==> config.mk <==
export PLATFORM = sky130hd
export DESIGN_NAME = instr_load_ctrl
export DESIGN_NICKNAME = d
export VERILOG_FILES = /design/src/rtl/instr_load_ctrl.sv
export SDC_FILE = /design/constraint.sdc
export NUM_CORES = 1
export LEC_CHECK = 0
export ABC_AREA = 1
export BUFFER_PORTS_ARGS = -buffer_cell sky130_fd_sc_hd__buf_2
export CORE_MARGIN = 5
export CORE_UTILIZATION = 57
export CTS_CLUSTER_DIAMETER = 60
export DETAILED_ROUTE_END_ITERATION = 8
export PLACE_DENSITY = 0.8
export SLEW_MARGIN = 20
export SYNTH_ARGS = -nofsm -noshare
export SYNTH_HDL_FRONTEND = slang
export SYNTH_SLANG_ARGS = --single-unit
==> constraint.sdc <==
create_clock -name clk_i -period 3.35 [get_ports clk_i]
set_input_delay 0.335 -clock clk_i [delete_from_list [all_inputs] [get_ports clk_i]]
set_output_delay 0.335 -clock clk_i [all_outputs]
set_load 0.005 [all_outputs]
==> src/rtl/instr_load_ctrl.sv <==
// Program-load controller: packs a byte stream little-endian into 32-bit words,
// writes them to instruction memory and holds the CPU in reset until settled.

module instr_load_lane (
  input  logic       clk_i,
  input  logic       rst_i,
  input  logic       we,
  input  logic [7:0] d,
  output logic [7:0] q
);
  always_ff @(posedge clk_i or posedge rst_i)
    if (rst_i)   q <= '0;
    else if (we) q <= d;
endmodule

module instr_load_ctrl #(
  parameter int ADDR_W         = 8,
  parameter int RELEASE_CYCLES = 4
) (
  input  logic              clk_i,
  input  logic              rst_i,
  input  logic              load_start_i,
  input  logic              load_done_i,
  input  logic              byte_valid_i,
  input  logic [7:0]        byte_i,
  output logic              imem_wr_en_o,
  output logic [ADDR_W-1:0] imem_addr_o,
  output logic [31:0]       imem_wr_data_o,
  output logic              cpu_rst_o,
  output logic              busy_o,
  output logic              err_o,
  output logic [ADDR_W:0]   word_count_o
);
  localparam int NUM_LANES = 4;
  localparam int CNT_W     = $clog2(RELEASE_CYCLES + 1);
  localparam logic [ADDR_W:0]  MAX_WORDS = {1'b1, {ADDR_W{1'b0}}};
  localparam logic [CNT_W-1:0] REL_INIT  = CNT_W'(RELEASE_CYCLES);

  typedef enum logic [1:0] {IDLE, LOAD, RELEASE, ERROR} state_t;

  state_t                    state_q, state_d;
  logic [CNT_W-1:0]          cnt_q, cnt_d;
  logic [1:0]                lane_q, lane_d;
  logic [ADDR_W-1:0]         addr_q, addr_d;
  logic [ADDR_W:0]           count_d;
  logic                      wr_en_d;
  logic [ADDR_W-1:0]         wr_addr_d;
  logic [31:0]               wr_data_d;
  logic [NUM_LANES-1:0]      lane_we;
  logic [NUM_LANES-1:0][7:0] pack, word;

  // The completing byte bypasses its lane register so the word can be written
  // on the very next cycle.
  for (genvar g = 0; g < NUM_LANES; g++) begin : g_lane
    instr_load_lane u_lane (
      .clk_i (clk_i),
      .rst_i (rst_i),
      .we    (lane_we[g]),
      .d     (byte_i),
      .q     (pack[g])
    );
    assign word[g] = (lane_q == 2'(g)) ? byte_i : pack[g];
  end

  always_comb begin
    state_d   = state_q;
    cnt_d     = cnt_q;
    lane_d    = lane_q;
    addr_d    = addr_q;
    count_d   = word_count_o;
    wr_en_d   = 1'b0;
    wr_addr_d = imem_addr_o;
    wr_data_d = imem_wr_data_o;
    lane_we   = '0;
    if (load_start_i) begin
      state_d = LOAD;
      lane_d  = '0;
      addr_d  = '0;
      count_d = '0;
    end else begin
      unique case (state_q)
        RELEASE: begin
          cnt_d = cnt_q - 1'b1;
          if (cnt_q == CNT_W'(1)) state_d = IDLE;
        end
        LOAD: begin
          if (byte_valid_i && word_count_o == MAX_WORDS) begin
            state_d = ERROR;
          end else begin
            if (byte_valid_i) begin
              lane_we[lane_q] = 1'b1;
              lane_d          = lane_q + 1'b1;
              if (lane_q == 2'd3) begin
                wr_en_d   = 1'b1;
                wr_addr_d = addr_q;
                wr_data_d = word;
                addr_d    = addr_q + 1'b1;
                count_d   = word_count_o + 1'b1;
              end
            end
            // Lane check sees the byte accepted in this same cycle.
            if (load_done_i) begin
              state_d = (lane_d == 2'd0) ? RELEASE : ERROR;
              cnt_d   = REL_INIT;
            end
          end
        end
        default: ;
      endcase
    end
  end

  always_ff @(posedge clk_i or posedge rst_i) begin
    if (rst_i) begin
      state_q        <= RELEASE;
      cnt_q          <= REL_INIT;
      lane_q         <= '0;
      addr_q         <= '0;
      imem_wr_en_o   <= 1'b0;
      imem_addr_o    <= '0;
      imem_wr_data_o <= '0;
      word_count_o   <= '0;
      cpu_rst_o      <= 1'b1;
      busy_o         <= 1'b1;
      err_o          <= 1'b0;
    end else begin
      state_q        <= state_d;
      cnt_q          <= cnt_d;
      lane_q         <= lane_d;
      addr_q         <= addr_d;
      imem_wr_en_o   <= wr_en_d;
      imem_addr_o    <= wr_addr_d;
      imem_wr_data_o <= wr_data_d;
      word_count_o   <= count_d;
      cpu_rst_o      <= (state_d != IDLE);
      busy_o         <= (state_d != IDLE);
      err_o          <= (state_d == ERROR);
    end
  end
endmodule

## After elaboration in Yosys (flattened, before gate mapping)

Index checks and enable logic that the tools add are counted.

- Register bits after elaboration: 91
- Input bits: 13

- Bitwise gates (word level): 2
- Magnitude comparators: 2
- Mux-type cells: 40
- Reduce and logical (&&, ||, !) cells: 13
- $add $sub $neg: 4
- Equal/unequal tests: 11

Operators by type and width:

| cell | number |
|---|---|
| 8-bit two-way mux | 8 |
| 9-bit two-way mux | 5 |
| 2-bit two-way mux | 11 |
| 3-bit two-way mux | 6 |
| 2-bit nonzero test | 5 |
| 9-bit by 1-bit adder with 9-bit output (second input constant) | 1 |
| 9-bit == test (second input constant) | 1 |
| 8-bit by 1-bit adder with 8-bit output (second input constant) | 1 |
| 2-bit == test (second input constant) | 4 |
| 4-bit AND reduction | 2 |
| 1-bit two-way mux | 7 |
| 2-bit inequality test (second input constant) | 3 |
| 3-bit case mux with 2 select lines | 1 |
| 5-bit AND reduction | 1 |
| 2-bit by 1-bit == test with 1-bit output (second input constant) | 2 |
| 2-bit zero test | 2 |
| 2-bit case mux with 2 select lines | 1 |
| 3-bit by 1-bit == test with 1-bit output (second input constant) | 1 |
| 2-bit by 3-bit < comparator with 1-bit output (second input constant) | 1 |
| 3-bit by 1-bit subtractor with 3-bit output (second input constant) | 1 |
| 2-bit by 1-bit adder with 2-bit output (second input constant) | 1 |
| 1-bit demux with 2-bit select | 1 |
| 2-bit by 1-bit greater-or-equal comparator with 1-bit output (second input constant) | 1 |
| 1-bit logical AND | 2 |
| other kinds (2) | 3 |

## Logic depth before layout (Yosys ltp)

- Word-level depth: 12
- Depth in mapped cells: 12
- Gate-level depth less buffers: 10

## Modules after synthesis

A second synthesis with hierarchy kept.

- Cell total of the unflattened synthesis: 537
- Area total of the unflattened synthesis: 4,441.8 sq um

Modules (own cells, without submodules):

| module | area each (sq um) | cells an instance | instances |
|---|---|---|---|
| instr_load_ctrl | 3,514.6 | 432 | 1 |
| instr_load_lane | 309.0 | 35 | 3 |

## Worst setup path before layout

OpenSTA, ideal clock, no wires.

- Kind: register to register
- From: reg word_count_o[0]
- To: reg g_lane[0].u_lane.q[0]
- Path buffers: 1
- Setup slack: 1.792 ns
- Arrival time: 1.431 ns
- Stages on the path, launching flop included: 11
- Cells stage by stage: dfrtp_1 -> inv_1 -> ha_1 -> nand2_1 -> nor2_1 -> nand3_2 -> nand2_4 -> inv_1 -> nand2_1 -> buf_6 -> o21ai_0

- Word-level cells in the longest chain between the ends: 5

Ends and longest elaborated chain:

| what | line | RTL |
|---|---|---|
| start: declaration | 32 | `output logic [ADDR_W:0] word_count_o` |
| start signal: assignment | 134 | `word_count_o <= count_d;` |
| 9-bit == test | 87 | `if (byte_valid_i && word_count_o == MAX_WORDS) begin` |
| 1-bit logical AND | 87 |  |
| 3-bit two-way mux | 87 |  |
| 3-bit two-way mux | 81 | `unique case (state_q)` |
| 3-bit two-way mux | 75 | `if (load_start_i) begin` |
| end signal: assignment | 12 | `if (rst_i) q <= '0;` |
| end signal: assignment | 13 | `else if (we) q <= d;` |
| end: declaration | 9 | `output logic [7:0] q` |

Every way passes these cells.
A chain may end at the register's enable or synchronous reset.

## Final worst setup path

- From: reg word_count_o[0]
- To: reg imem_wr_data_o[30]

- Word-level cells in the longest chain between the ends: 4

Ends and longest elaborated chain:

| what | line | RTL |
|---|---|---|
| 9-bit == test | 87 |  |
| 1-bit logical AND | 87 |  |
| 1-bit inverter (no source line) | n/a |  |
| 5-bit AND reduction (no source line) | n/a |  |
| end signal: assignment | 133 | `imem_wr_data_o <= wr_data_d;` |
| end: declaration | 28 | `output logic [31:0] imem_wr_data_o,` |

Every way passes these cells.

==> metrics.md <==
| Metric | Value |
|---|---|
| Outcome | finished clean |
| Asr flop ratio synth | 1.000 |
| P per Cell Area | between 600 and 700 nW/um2 |
| Max Fanout on Critical Path | 41 |
| Largest cells by area after synthesis | dfrtp_1, nand2_1, o21ai_0 |
| Postcts setup bufs | 0 |
| Sequential share of power | 0.489 |
| Cell Area, Synth | 4362 um2 |
| WP data arrival | 2.51 ns |
| CTS Hold Bufs | 0 |
| Seq/Total Area, Yosys | 0.5229 |
| Nets | 611 |
| Largest family of logic cells by synthesized area | simple AND/OR/NAND/NOR gates |
| Synth area leader | dfrtp_1 |
| Count leader, synth | nand2_1 |
| Die Wd | ~100 um |
| Worst R2R Start | word_count_o[0]$_DFFE_PP0P_ |
| Hold WC Path Type | in2async |
| CP startpoint kind | register |
| DRC Markers | 0 |
| Antenna violations before repair | 0 |
| Max incr delay on CP | 0.49 ns |
| CTS tree | yes |
| Total GRT Usage | 0.2091 |
| Max transition margin | 0.4605 |
| Syn nets | 555 |
| Critical Path RT | 3.60 ns |
| CTS clk-pin slew, worst paths | about 0.090 ns |
| Compound-gate portion of the synthesized area | 0.07458 |
| Setup crit end kind | register |
| Adder-Cell Fraction of Synth Area | 0.03155 |
| P_int | 2.064 mW |
| Maximum VDD drop | 357.1 uV |
| I/O pin count | 66 |
| Cell mode on critical path | nand2_1 |
| Clk root buf | clkbuf_8 |
| XOR/XNOR Fraction of Synth Area | 0.01004 |
| Synthesis Warnings | 0 |
| Comb power frac | 0.308 |
| FF-to-FF setup slack | 1.09 ns |
| Placer Congestion | ~0.88 |
| Clk pwr share | 0.203 |
| DR vias | 3637 |
| FF+latch count, synth | 91 |
| WL final | 9482 um |
| Period utilisation layout | 0.6738 |
| Largest net degree at the start of global routing | between 40 and 50 |
| Inserted Clock Buffers | 9 |
| Max Slew Vio Count | 0 |
| Vias in the first global route | approximately 3500 |
| Share of cells above drive strength 1 | 0.1605 |
| Max Cap Viol | 0 |
| Synth top cells by count | nand2_1, dfrtp_1, o21ai_0 |
| Via density | 5.263 |
| Achievable frequency | 0.4430 GHz |
| Buf/Inv on CP | 1 |
| Post-synth EDFFs | 0 |
| Stages on the worst setup path | 10 |
| Post-cts sizing count | 0 |
| Worst-Skew Late Latency | approximately 0.37 ns |
| Chip height | 97.48 um |
| Fin util | 0.6560 |
| Post-DRT Antenna Nets | 0 |
| Clk sink count | 91 |
| Multiplexer area fraction after synthesis | 0 |
| Final Hold Viols | 0 |
| Initial Utilization | 0.5919 |
| Iter 0 DRT Violations | 211 |
| Synthesized netlist cell count | 531 |
| Max Root-Sink Buffers | 2 |
| Main synth FF type | dfrtp_1 |
| Library cells used by synthesis | 25 |
| Rows | 31 |
| Die area | 9501 um2 |
| First-pass GRT wire length | 16390 um |
| Hold WS | 0.08130 ns |
| Family with the most delay on the worst path | simple AND/OR/NAND/NOR gates |
| Tightest Pin Transition | 0.8092 ns |
| Antenna diode instance count | 0 |
| Share of the synthesized area in the top cell type | 0.5049 |
| Sw Pwr | 1.192 mW |
| Grt total ovfl | 0 |
| Sw frac | 0.3660 |
| Leakage | approximately 2.7 nW |
| Setup TNS | 0 ns |
| DP Wirelength | 6768 um |
| Crit path cell chain | inv_1 -> ha_1 -> nand2_1 -> nor2_1 -> nand3_2 -> nand2_4 -> nor2_4 -> nand2_4 -> nand2_1 -> nand2_1 |
| Port Buffers | 65 |
| Tmin final | roughly 2.3 ns |
| Area grow syn2layout | 10.84% |
| Worst Skew | 0.01493 ns |
| Worst R2R Path Depth | 10 |
| Final setup violation count | 0 |
| Pwr Total | ~3.3 mW |
| Simple-Gate Fraction of Synth Area | 0.2843 |
| R2R Path End | imem_wr_data_o[30]$_DFFE_PP0P_ |
| Worst path slowest cell | nor2_4 |
| Avg Inst Size Synth | 8.214 um2 |
| RSZ-0062 raised after global routing | false |
| Drt first pass iters | 5 |
| Core area | 7370 um2 |
| H-tree depth | 3 |
| Routed length per instance | 13.72 um |
| Crit Path Category | reg2reg |
## placed cells by master, fill, tap and decap left out, types with 2 or more instances in the layout
cell        instances
a21oi_1             3
buf_2              65
buf_4               4
clkbuf_1            2
clkbuf_8            9
clkinv_2            2
clkinvlp_4          2
dfrtp_1            88
dfstp_2             3
ha_1               11
inv_1              39
inv_2               2
nand2_1           200
nand2_4             2
nand3_1            55
nand4_1            11
nor2_1             19
nor3_1              2
o21ai_0            59
xor2_1              5
## sequential cells by signal (all words and copies together) (netlist names), 2 cells and up
name and cells:
lane_q 2, state_q 2, imem_addr_o 8, g_lane.u_lane.q 24
cnt_q 3, word_count_o 9, addr_q 8, imem_wr_data_o 32
## worst reg2reg max path: stages, from the launching register on
cell and delay (ns):
dfrtp_1 0.41, inv_1 0.09, ha_1 0.19, nand2_1 0.06, nor2_1 0.05, nand3_2 0.09
nand2_4 0.09, nor2_4 0.49, nand2_4 0.40, nand2_1 0.21, nand2_1 0.07
## power by group through the flow
stage | sequential (mW) | clock (mW) | combinational [mW]
after floorplan | 1.60 | 0 | 0.698
after global placement | 1.60 | 0 | 0.965
after detailed placement | 1.61 | 0 | 1.01
after CTS | 1.59 | 0.672 | 1.01
after global routing | 1.63 | 0.710 | 1.18
final | 1.59 | 0.662 | 1.00
## cell families after synthesis
family	count (synthesis)
and+or+nand+nor	294
DFF	91
buffers and inverters	66
AOI/OAI and AO/OA	64
adders and majority gates	11
xor gates and xnor gates	5
## per-layer routing
layer / up-vias / wire (um) / global-route usage
met5: - / 0 / 0
met4: 0 / 161 / 0.06922
met3: 17 / 489 / 0.04523
met2: 87 / 4593 / 0.3310
met1: 1728 / 4238 / 0.2873
li1: 1805 / - / -
## through the flow
step,setup slack [ns],cells,instance area (um2)
2_1_floorplan,0.6564,531,4362
3_3_place_gp,1.237,675,4666
3_5_place_dp,1.096,675,4666
4_1_cts,1.079,691,4835
5_1_grt,0.8519,691,4835
6_report,1.093,691,4835
## how the worst max path moves through the flow
stage                                      startpoint                              to  slack [ns]
after floorplan                                 rst_i           addr_q[0]$_DFFE_PP0P_        0.66
after global placement    word_count_o[0]$_DFFE_PP0P_      imem_addr_o[2]$_DFFE_PP0P_        1.24
after detailed placement  word_count_o[0]$_DFFE_PP0P_  imem_wr_data_o[30]$_DFFE_PP0P_        1.10
after CTS                 word_count_o[0]$_DFFE_PP0P_  imem_wr_data_o[30]$_DFFE_PP0P_        1.08
after global routing      word_count_o[0]$_DFFE_PP0P_  imem_wr_data_o[30]$_DFFE_PP0P_        0.85
final                     word_count_o[0]$_DFFE_PP0P_  imem_wr_data_o[30]$_DFFE_PP0P_        1.09
## final cells by class
type                       instances  area [um2]
clock inverter                     5       37.54
sequential                        91        2281
fill                             649        2535
timing repair buffer              69       355.3
multi-input combinational        374        1747
inverter                          42       158.9
tap                               99       123.9
clock buffer                      11       131.4
(Power assumes the default switching activity.)
